`config.mk`:
```
export PLATFORM = sky130hd
export DESIGN_NAME = ram_arbiter
export DESIGN_NICKNAME = d
export VERILOG_FILES = /design/src/rtl/ram_arb_pkg.sv /design/src/rtl/ram_arbiter_rr_select.sv /design/src/rtl/ram_arbiter.sv
export SDC_FILE = /design/constraint.sdc
export NUM_CORES = 1
export LEC_CHECK = 0
export CAP_MARGIN = 30
export CORE_AREA = 8 8 86 88
export CTS_CLUSTER_DIAMETER = 40
export DETAILED_ROUTE_END_ITERATION = 10
export DIE_AREA = 0 0 94 96
export PLACE_DENSITY = 0.8
export SKIP_CTS_REPAIR_TIMING = 1
export SYNTH_ARGS = -nofsm -noshare
export SYNTH_HDL_FRONTEND = slang
export SYNTH_HIERARCHICAL = 1
export SYNTH_SLANG_ARGS = --single-unit
```
`constraint.sdc`:
```
create_clock -name clk -period 2.2 [get_ports clk]
set_clock_uncertainty 0.05 [all_clocks]
set_input_delay 0.44 -clock clk [delete_from_list [all_inputs] [get_ports clk]]
set_output_delay 0.44 -clock clk [all_outputs]
set_load 0.03 [all_outputs]
```
`src/rtl/ram_arb_pkg.sv`:
```
// Shared types and constants for the round-robin RAM arbiter.
// Every access takes IDLE -> ACCESS -> RESP: the ack arrives ACCESS_LAT cycles after the winning request is sampled.
package ram_arb_pkg;

  typedef enum logic [1:0] {IDLE, ACCESS, RESP} state_e;

  localparam int ACCESS_LAT = 2;

endpackage

```
`src/rtl/ram_arbiter_rr_select.sv`:
```
// Combinational round-robin picker.
// Returns the first requester found by searching from ptr_i upward, modulo CORES.
module rr_select #(
  parameter int CORES = 4,
  localparam int PW = (CORES > 1) ? $clog2(CORES) : 1
) (
  input  logic [CORES-1:0] req_i,
  input  logic [PW-1:0]    ptr_i,
  output logic [PW-1:0]    winner_o,
  output logic             valid_o
);

  logic [PW-1:0] idx;

  // The loop runs from the farthest offset down to the nearest one, so the requester closest to ptr_i wins.
  always_comb begin
    winner_o = '0;
    valid_o  = 1'b0;
    idx      = '0;
    for (int i = CORES - 1; i >= 0; i--) begin
      idx = PW'((int'(ptr_i) + i) % CORES);
      if (req_i[idx]) begin
        winner_o = idx;
        valid_o  = 1'b1;
      end
    end
  end

endmodule

```
`src/rtl/ram_arbiter.sv`:
```
// Lets CORES cores share one single-port RAM through a round-robin scheduler.
// Each core uses a req/ack handshake, and every access takes three cycles.
module ram_arbiter
  import ram_arb_pkg::*;
#(
  parameter int CORES      = 4,
  parameter int WIDTH      = 12,
  parameter int DEPTH      = 256,
  parameter int ADDR_WIDTH = $clog2(DEPTH)
) (
  input  logic                              clk,
  input  logic                              rstN,
  input  logic [CORES-1:0]                  req,
  input  logic [CORES-1:0]                  we,
  input  logic [CORES-1:0][ADDR_WIDTH-1:0]  addr,
  input  logic [CORES-1:0][WIDTH-1:0]       wdata,
  output logic [CORES-1:0]                  ack,
  output logic [WIDTH-1:0]                  rdata,
  output logic                              busy,
  output logic                              ram_wrEn,
  output logic [ADDR_WIDTH-1:0]             ram_addr,
  output logic [WIDTH-1:0]                  ram_dataIn,
  input  logic [WIDTH-1:0]                  ram_dataOut
);

  localparam int PW = $clog2(CORES);

  state_e                 state_q, state_d;
  logic [PW-1:0]          ptr_q, ptr_d;
  logic [PW-1:0]          winner_q, winner_d;
  logic                   we_q, we_d;
  logic [ADDR_WIDTH-1:0]  addr_q, addr_d;
  logic [WIDTH-1:0]       wdata_q, wdata_d;
  logic [WIDTH-1:0]       rdata_q, rdata_d;
  logic [PW-1:0]          grantIdx;
  logic                   grantValid;

  rr_select #(.CORES(CORES)) uSelect (
    .req_i    (req),
    .ptr_i    (ptr_q),
    .winner_o (grantIdx),
    .valid_o  (grantValid)
  );

  always_ff @(posedge clk or negedge rstN) begin
    if (!rstN) state_q <= IDLE;
    else       state_q <= state_d;
  end

  always_comb begin
    state_d = state_q;
    case (state_q)
      IDLE:    if (grantValid) state_d = ACCESS;
      ACCESS:  state_d = RESP;
      RESP:    state_d = IDLE;
      default: state_d = IDLE;
    endcase
  end

  // Requests are only sampled in IDLE.
  // rdata takes the RAM's negedge read, which still holds the pre-write word, at the edge that ends ACCESS.
  always_comb begin
    ptr_d    = ptr_q;
    winner_d = winner_q;
    we_d     = we_q;
    addr_d   = addr_q;
    wdata_d  = wdata_q;
    rdata_d  = rdata_q;
    if (state_q == IDLE && grantValid) begin
      winner_d = grantIdx;
      ptr_d    = (grantIdx == PW'(CORES - 1)) ? '0 : grantIdx + PW'(1);
      we_d     = we[grantIdx];
      addr_d   = addr[grantIdx];
      wdata_d  = wdata[grantIdx];
    end
    if (state_q == ACCESS) rdata_d = ram_dataOut;
  end

  always_ff @(posedge clk or negedge rstN) begin
    if (!rstN) begin
      ptr_q    <= '0;
      winner_q <= '0;
      we_q     <= 1'b0;
      addr_q   <= '0;
      wdata_q  <= '0;
      rdata_q  <= '0;
    end else begin
      ptr_q    <= ptr_d;
      winner_q <= winner_d;
      we_q     <= we_d;
      addr_q   <= addr_d;
      wdata_q  <= wdata_d;
      rdata_q  <= rdata_d;
    end
  end

  // ram_wrEn is decoded from state, so an asynchronous reset pulls it low at once.
  always_comb begin
    ack      = '0;
    busy     = 1'b0;
    ram_wrEn = 1'b0;
    case (state_q)
      ACCESS: begin
        busy     = 1'b1;
        ram_wrEn = we_q;
      end
      RESP: begin
        busy          = 1'b1;
        ack[winner_q] = 1'b1;
      end
      default: ;
    endcase
  end

  assign ram_addr   = addr_q;
  assign ram_dataIn = wdata_q;
  assign rdata      = rdata_q;

endmodule
```
After elaboration in Yosys (flattened, before gate mapping)
Index checks and enable logic that the tools add are counted.
{"block": "op_classes", "n_addsub": 4, "mul": 0, "div_mod_pow": 0, "n_lt_le_gt_ge": 7, "eq_ne": 4, "n_shift": 0, "mux": 30, "n_bitwise": 0, "reduce_logical": 4}
{"op": "binary-select mux 12 bit (select 2 bit)", "count": 1}
{"op": "< comparator 2 x 3 -> 1 bit (second input constant)", "count": 6}
{"op": "binary-select mux 8 bit (select 2 bit)", "count": 1}
{"op": "2-to-1 mux 1 bit", "count": 12}
{"op": "2-to-1 mux 12 bit", "count": 1}
{"op": "2-to-1 mux 2 bit", "count": 6}
{"op": "binary-select mux 1 bit (select 2 bit)", "count": 5}
{"op": "2-to-1 mux 8 bit", "count": 1}
{"op": "adder 2 x 1 -> 2 bit (second input constant)", "count": 2}
{"op": "adder 2 bit (second input constant)", "count": 2}
{"op": "equality test 2 bit (second input constant)", "count": 2}
{"op": "2-to-1 mux 4 bit", "count": 1}
{"op": "case mux 2 bit (2 select lines)", "count": 1}
{"op": "demux 1 bit (select 2 bit)", "count": 1}
{"op": "equality test 2 x 1 -> 1 bit (second input constant)", "count": 1}
{"op": ">= comparator 2 x 1 -> 1 bit (second input constant)", "count": 1}
{"op": "logical AND 1 bit", "count": 2}
{"op": "logical NOT 2 bit", "count": 1}
{"op": "inequality test 2 bit (second input constant)", "count": 1}
{"op": "OR reduction 2 bit", "count": 1}
{"block": "word_totals", "register_bits": 39, "latchBits": 0, "ram_bits": 0, "mem_bits_ro": 0, "wordCells": 56, "mem_count": 0}

Logic depth before layout (Yosys ltp)
Gate-level depths: netlist (run 1).
{"block": "logic_depth", "ltp_word": 9, "mapped_depth": 7, "mapped_depth_nobuf": 6}

Cells and area by module
Netlist (run 1), hierarchy kept.
{"mod": "ram_arbiter", "instances": 1, "cells_per_inst": 124, "area_per_inst_um2": 2105.8, "seq_area_each_um2": 975.9}
{"mod": "rr_select", "instances": 1, "cells_per_inst": 13, "area_per_inst_um2": 77.6, "seq_area_each_um2": 0.0}

Worst setup path before layout (run 1)
OpenSTA, ideal clock, no wires.
{"block": "synth_timing", "kind": "register to register", "start": "register ptr_q[1]", "end": "register we_q", "setup_time_ns": 0.125, "t_arrival_ns": 1.850, "required_time_ns": 2.025, "path_slack_ns": 0.175, "stages_incl_launch_ff": 7, "period_less_slack_ns": 2.025, "cell_sequence": "dfrtp_1 > mux2i_1 > a211oi_2 > buf_6 > buf_12 > mux4_2 > mux2_2"}
{"block": "synth_between", "elab_chain_len": 9, "word_cells_on_any_way": 22, "cone_classes": "add/sub: 3; mux: 18; reduce/logical: 1"}
{"element": "from (decl)", "line": "ram_arbiter.sv:29", "source": "logic [PW-1:0] ptr_q, ptr_d;"}
{"element": "from (signal assigned)", "line": "ram_arbiter.sv:88", "source": "ptr_q <= ptr_d;"}
{"element": "adder 2 bit", "line": "ram_arbiter_rr_select.sv:21", "source": "idx = PW'((int'(ptr_i) + i) % CORES);"}
{"element": "binary-select mux 1 bit (select 2 bit)", "line": "ram_arbiter_rr_select.sv:22", "source": "if (req_i[idx]) begin"}
{"element": "2-to-1 mux 1 bit (not written as such)", "line": "ram_arbiter_rr_select.sv:22"}
{"element": "2-to-1 mux 2 bit (3 in series)", "line": "ram_arbiter_rr_select.sv:22"}
{"element": "2-to-1 mux 2 bit *", "line": "ram_arbiter_rr_select.sv:22"}
{"element": "via grantIdx[0]", "line": "ram_arbiter.sv:35", "source": "logic [PW-1:0] grantIdx;"}
{"element": "binary-select mux 1 bit (select 2 bit) *", "line": "ram_arbiter.sv:72", "source": "we_d = we[grantIdx];"}
{"element": "2-to-1 mux 1 bit (not written as such) *", "line": "ram_arbiter.sv:72"}
{"element": "to (signal assigned)", "line": "ram_arbiter.sv:90", "source": "we_q <= we_d;"}
{"element": "to (decl)", "line": "ram_arbiter.sv:31", "source": "logic we_q, we_d;"}
Mark *: on every way through the listed nets, which the timed path passes. The rest lies on a longest branch. The select of a mux whose other input is x is not followed.
A chain may end at the register's enable or synchronous reset.

Final worst setup path (run 1)
{"block": "layout_timing", "start": "input port req[1]", "end": "register addr_q[0] (netlist: ram_addr[0])"}
{"block": "layout_between", "elab_chain_len": 8, "word_cells_on_any_way": 19, "cone_classes": "mux: 18; reduce/logical: 1"}
{"element": "from (decl)", "line": "ram_arbiter.sv:13", "source": "input logic [CORES-1:0] req,"}
{"element": "binary-select mux 1 bit (select 2 bit)", "line": "ram_arbiter_rr_select.sv:22"}
{"element": "2-to-1 mux 1 bit (not written as such)", "line": "ram_arbiter_rr_select.sv:22"}
{"element": "2-to-1 mux 2 bit (3 in series)", "line": "ram_arbiter_rr_select.sv:22"}
{"element": "2-to-1 mux 2 bit *", "line": "ram_arbiter_rr_select.sv:22"}
{"element": "via grantIdx[1]", "line": "ram_arbiter.sv:35"}
{"element": "binary-select mux 8 bit (select 2 bit) *", "line": "ram_arbiter.sv:73", "source": "addr_d = addr[grantIdx];"}
{"element": "2-to-1 mux 8 bit (not written as such) *", "line": "ram_arbiter.sv:73"}
{"element": "to (signal assigned)", "line": "ram_arbiter.sv:91", "source": "addr_q <= addr_d;"}
{"element": "to (decl)", "line": "ram_arbiter.sv:32", "source": "logic [ADDR_WIDTH-1:0] addr_q, addr_d;"}
Marked as above.

==> results of run 1 <==
-- cell type report --
class | count | area share [%]
multi-input cells | 88 | 28.8
repair buffers | 156 | 41.8
inverters | 2 | 0.189
well taps | 77 | 2.43
clock inverters | 3 | 0.379
flip-flops and latches | 39 | 24.6
clock buffers | 5 | 1.74
-- flip-flops by register name (all words and copies together), names as in the netlist --
name / cells
state_q: 2
ram_dataIn: 12
ram_addr: 8
winner_q: 2
we_q: 1
rdata: 12
ptr_q: 2
-- through the flow --
| stage | total power [mW] | util [%] | TNS (ns) |
|---|---|---|---|
| detailed placement | 4.63 | 61.3 | -9.43 |
| global route | 5.57 | 65.0 | -0.307 |
| CTS | 5.12 | 62.7 | -3.27 |
| floorplan | 3.31 | - | 0 |
| global placement | 4.55 | 61.3 | -8.00 |
| finish | 5.25 | 65.0 | 0 |
-- metal layers --
metal	GRT usage, %	vias to the layer above	share of wire, %
met2	25.8	85	52
met4	5.02	0	0.89
met3	6.79	7	9.7
met1	14.1	868	37
li1	-	828	-
met5	0	-	0
-- cell families after synthesis --
group,synth area share (%)
flip-flops,44.7
multiplexers,42.8
AND/OR/NAND/NOR,4.24
AO/OA/AOI/OAI,1.15
buffers and inverters,3.73
adder cells (fa/ha/maj),3.44
-- cell usage in the layout (no fill, tap or decap), drive strengths merged --
cell type,netlist,routed
clkbuf,0,8
nor3b,2,2
a211oi,2,2
nand2,4,4
and3b,1,1
mux4,21,21
a21oi,1,1
clkinv,0,3
nor2,6,6
buf,8,16
inv,2,2
mux2,39,39
and2,1,1
ha,6,6
dfrtp,39,39
dlymetal6s2s,0,8
clkdlybuf4s50,0,129
mux2i,1,1
and3,1,1
nand2b,3,3
-- power by group through the flow --
| stage | clock (mW) | combinational [mW] | sequential, mW |
|---|---|---|---|
| after floorplan | 0 | 1.40 | 1.91 |
| after global placement | 0 | 3.25 | 1.30 |
| after detailed placement | 0 | 3.30 | 1.33 |
| after CTS | 0.496 | 3.31 | 1.32 |
| after global routing | 0.521 | 3.68 | 1.37 |
| final | 0.468 | 3.47 | 1.31 |
-- critical path: stages --
cell and delay, ns:
clkdlybuf4s50_1 0.43, buf_4 0.16, nor3b_2 0.20, a211oi_2 0.08, nor2_2 0.13, buf_4 0.16, buf_12 0.13, mux4_2 0.29
mux2_2 0.27
-- final timing paths --
check / endpoint / slack (ns) / cells past startpoint
max: ram_addr[0] / 0.03 / 9
min: ram_dataIn[11] / 0.21 / 1
max reg2reg: ram_addr[7] / 0.08 / 6
min reg2reg: ram_dataIn[9] / 0.46 / 1
max in group asynchronous: ram_addr[2] / 1.34 / 1
min in group clk: ram_dataIn[9] / 0.46 / 1
==> impl_metrics.py, run 1 <==
metrics = {
    "synthesis": {
        "synth_edf_count": 0,
        "synth_area_leaders": "dfrtp_1 45%, mux2_2 20%, mux4_2 19%, mux4_1 3.6%, ha_1 3.4%",
        "synth_seq_area_share_pct": 44.7,
        "synth_top_area_share_pct": 44.7,
        "netlist_instances": 137,
        "synth_common_cells": "39 x dfrtp_1, 39 x mux2_2, 18 x mux4_2",
        "ys_ff_latch": 39,
        "synthFlopType": "dfrtp_1",
        "synth_nets": 245,
        "yosysWarnings": 6,
        "synth_top_area_cell": "dfrtp_1",
        "netlist-cell-type-count": 21,
        "synthArstFlopShare_pct": 100,
        "netlist_area_sq_um": 2180,
        "syn_area_per_cell_sq_um": 15.9,
    },
    "place": {
        "place_congestion": 0.803,
        "place_hpwl_um": 5360,
        "io_buffers": 139,
        "dp_cells": 355,
        "pre_cts_ws_ns": -0.490,
        "dpl-instance-area_sq_um": 3740,
    },
    "floorplan": {
        "die_x_um": 94,
        "die-area_sq_um": 9020,
        "core_area_sq_um": 6100,
        "die_y_um": 96,
        "boundaryPins": 140,
        "rows": 29,
        "start_util_pct": 35.8,
    },
    "clock_tree": {
        "clockBufferDepth": 2,
        "cts_tree": "built",
        "clkSlewWorstSetupHoldPaths_ns": 0.08,
        "cts_root_buffer": "clkbuf_8",
        "htreeDepth": 2,
        "numClockSinks": 39,
        "insertion_delay_ns": 0.29,
        "numCtsBuffers": 5,
    },
    "finish": {
        "regArea_sq_um": 976,
        "stdcell_count": 370,
        "antennaDiodeCount": 0,
        "post-route-cell-area_sq_um": 3960,
        "area_delta_synth_final_pct": 81.5,
        "fillers": 469,
        "nNetsFinal": 400,
        "multi_input_area_sq_um": 1140,
        "drive_gt1_share_pct": 31.1,
    },
    "timing": {
        "holdWs_ns": 0.205,
        "worstMarginPinSlew_ns": 0.867,
        "min_period_ns": 2.17,
        "slew_viol_final": 0,
        "hold_violations": 0,
        "fmax_ghz": 0.460,
        "setup_ws_ns": 0.0257,
        "slew_headroom_pct": 42.2,
        "setup_viol": 0,
        "period_share_pct": 98.8,
    },
    "power_and_ir_drop": {
        "vdd_drop_max_uv": 702,
        "p_int_mw": 3.21,
        "power.net_switching_mw": 2.04,
        "powerDensity_nw_per_um2": 1320,
        "switching_share_pct": 38.8,
        "p_seq_share_pct": 25.0,
        "power.leakage_nw": 1.69,
        "p_clk_share_pct": 8.9,
        "power_frac_comb_pct": 66.1,
    },
    "worst_setup_path": {
        "start_kind": "input pin",
        "crit_required_ns": 2.32,
        "end_kind": "flop",
        "r2r-start": "ptr_q[1]",
        "path_class": "input pin to flop",
        "worstPathArrival_ns": 2.30,
        "startpoint": "req[1]",
        "path_max_fanout": 8,
    },
    "global_route": {
        "grt-ovfl-total": 0,
        "grt_max_degree": 40,
        "track_usage_pct": 14.3,
        "antenna_found_initial": 0,
        "grt_first_pass_wirelength_um": 9910,
        "grt_pass1_vias": 2023,
    },
    "route": {
        "drc": 0,
        "drtPass1Iterations": 4,
        "via_count": 1788,
        "routed_wl_um": 6980,
        "drtIter0Drc": 47,
        "viasPerCell": 4.83,
        "wl_per_cell_um": 18.9,
        "antenna_left": 0,
    },
    "job": {
        "maxCapViolCount": 0,
    },
    "status": {
        "status": "complete, no violations",
    },
    "hold_path": {
        "hold_path.class": "input pin to async pin",
    },
}
Note: power is estimated with default switching activity, not from simulation.
==> inputs of run 2 (changes only) <==
- ABC_CLOCK_PERIOD_IN_PS: unset -> 2200
- CTS_CLUSTER_DIAMETER: 40 -> unset
- SKIP_LAST_GASP: unset -> 1
==> impl_metrics.py, run 2 (synthesis results as in run 1) <==
metrics = {
    "status": {
        "status": "complete, no violations",
    },
    "finish": {
        "antennaDiodeCount": 0,
        "drive_gt1_share_pct": 31.1,
        "stdcell_count": 370,
        "area_delta_synth_final_pct": 81.4,
        "nNetsFinal": 400,
        "mostFrequentLayoutCells": "130 x clkdlybuf4s50_1, 39 x mux2_2, 39 x dfrtp_1, 20 x mux4_2",
        "fillers": 470,
        "layout_commonest_cell": "clkdlybuf4s50_1",
    },
    "timing": {
        "fmax_ghz": 0.456,
        "slew_headroom_pct": 42.2,
        "worstMarginPinSlew_ns": 0.867,
        "rsz0062_at_grt": "yes",
        "setup_viol": 0,
        "min_period_ns": 2.19,
        "period_share_pct": 99.6,
        "slew_viol_final": 0,
        "hold_violations": 0,
        "setup_ws_ns": 0.00889,
    },
    "clock_tree": {
        "htreeDepth": 2,
        "cts_root_buffer": "clkbuf_8",
        "clockBufferDepth": 2,
        "numClockSinks": 39,
        "cts_tree": "built",
        "insertion_delay_ns": 0.29,
        "numCtsBuffers": 5,
        "clkSlewWorstSetupHoldPaths_ns": 0.08,
    },
    "global_route": {
        "grt_pass1_vias": 2023,
        "track_usage_pct": 14.3,
        "grt_first_pass_wirelength_um": 9910,
        "antenna_found_initial": 0,
        "grt-ovfl-total": 0,
        "grt_max_degree": 40,
    },
    "route": {
        "drtIter0Drc": 47,
        "routed_wl_um": 6980,
        "viasPerCell": 4.83,
        "via_count": 1788,
        "antenna_left": 0,
        "drtPass1Iterations": 4,
        "drc": 0,
        "wl_per_cell_um": 18.9,
    },
    "worst_setup_path": {
        "start_kind": "input pin",
        "reg2reg_depth": 6,
        "end_kind": "flop",
        "path_max_fanout": 5,
        "crit_required_ns": 2.33,
        "path_class": "input pin to flop",
        "worstPathArrival_ns": 2.32,
    },
    "floorplan": {
        "die_y_um": 96,
        "start_util_pct": 35.8,
        "die-area_sq_um": 9020,
        "die_x_um": 94,
        "core_area_sq_um": 6100,
        "boundaryPins": 140,
        "rows": 29,
    },
    "place": {
        "place_congestion": 0.803,
        "pre_cts_ws_ns": -0.490,
        "io_buffers": 139,
        "dp_cells": 355,
        "place_hpwl_um": 5360,
    },
    "job": {
        "maxCapViolCount": 0,
    },
    "hold_path": {
        "hold_path.class": "input pin to async pin",
    },
    "power_and_ir_drop": {
        "vdd_drop_max_uv": 702,
        "powerDensity_nw_per_um2": 1320,
        "power.leakage_nw": 1.68,
    },
}
## run 2: where the power goes
part,leakage (nW),total (mW),internal [mW],switching (mW)
clock network,0.0477,0.468,0.217,0.251
logic,1.18,3.47,1.89,1.57
registers,0.457,1.31,1.10,0.212
total,1.68,5.25,3.21,2.04
## run 2: through the flow
stage               utilization (%)  setup TNS [ns]  instance area, sq um  total power [mW]  hold slack [ns]
floorplan                         -               0                  2180              3.31           0.0944
detailed placement             61.3           -9.43                  3740              4.63            0.444
finish                         65.0               0                  3960              5.25            0.205
global route                   65.0          -0.325                  3960              5.57            0.279
CTS                            62.7           -3.27                  3820              5.12            0.240
global placement               61.3           -8.00                  3740              4.55            0.435
## run 2: worst paths after layout
path	end	slack [ns]	startpoint
max	ram_addr[7]	0.009	req[0]
min	ram_dataIn[11]	0.21	rstN
max reg2reg	ram_addr[7]	0.08	ptr_q[1]
min reg2reg	ram_dataIn[9]	0.46	ram_dataIn[9]
max in group asynchronous	ram_addr[2]	1.34	rstN
min in group clk	ram_dataIn[9]	0.46	ram_dataIn[9]
## run 2: layer usage
layer	global-route usage [%]	up-vias	wire (um)
met3	6.79	7	680
li1	-	828	-
met2	25.8	85	3650
met4	5.02	0	62
met5	0	-	0
met1	14.1	868	2580
## run 2: area by class of cell
cell class | count | area (sq um) | share of cell area [%]
timing repair buffer | 156 | 1660 | 41.8
clock inverter | 3 | 15.0 | 0.379
sequential | 39 | 976 | 24.6
clock buffer | 5 | 68.8 | 1.74
multi-input combinational | 88 | 1140 | 28.8
tap | 77 | 96.3 | 2.43
inverter | 2 | 7.51 | 0.190
## run 2: critical path: stages
cell and delay [ns]:
clkdlybuf4s50_1 0.47, a211oi_4 0.30, buf_6 0.17, buf_12 0.13, mux4_1 0.53, mux2_2 0.27
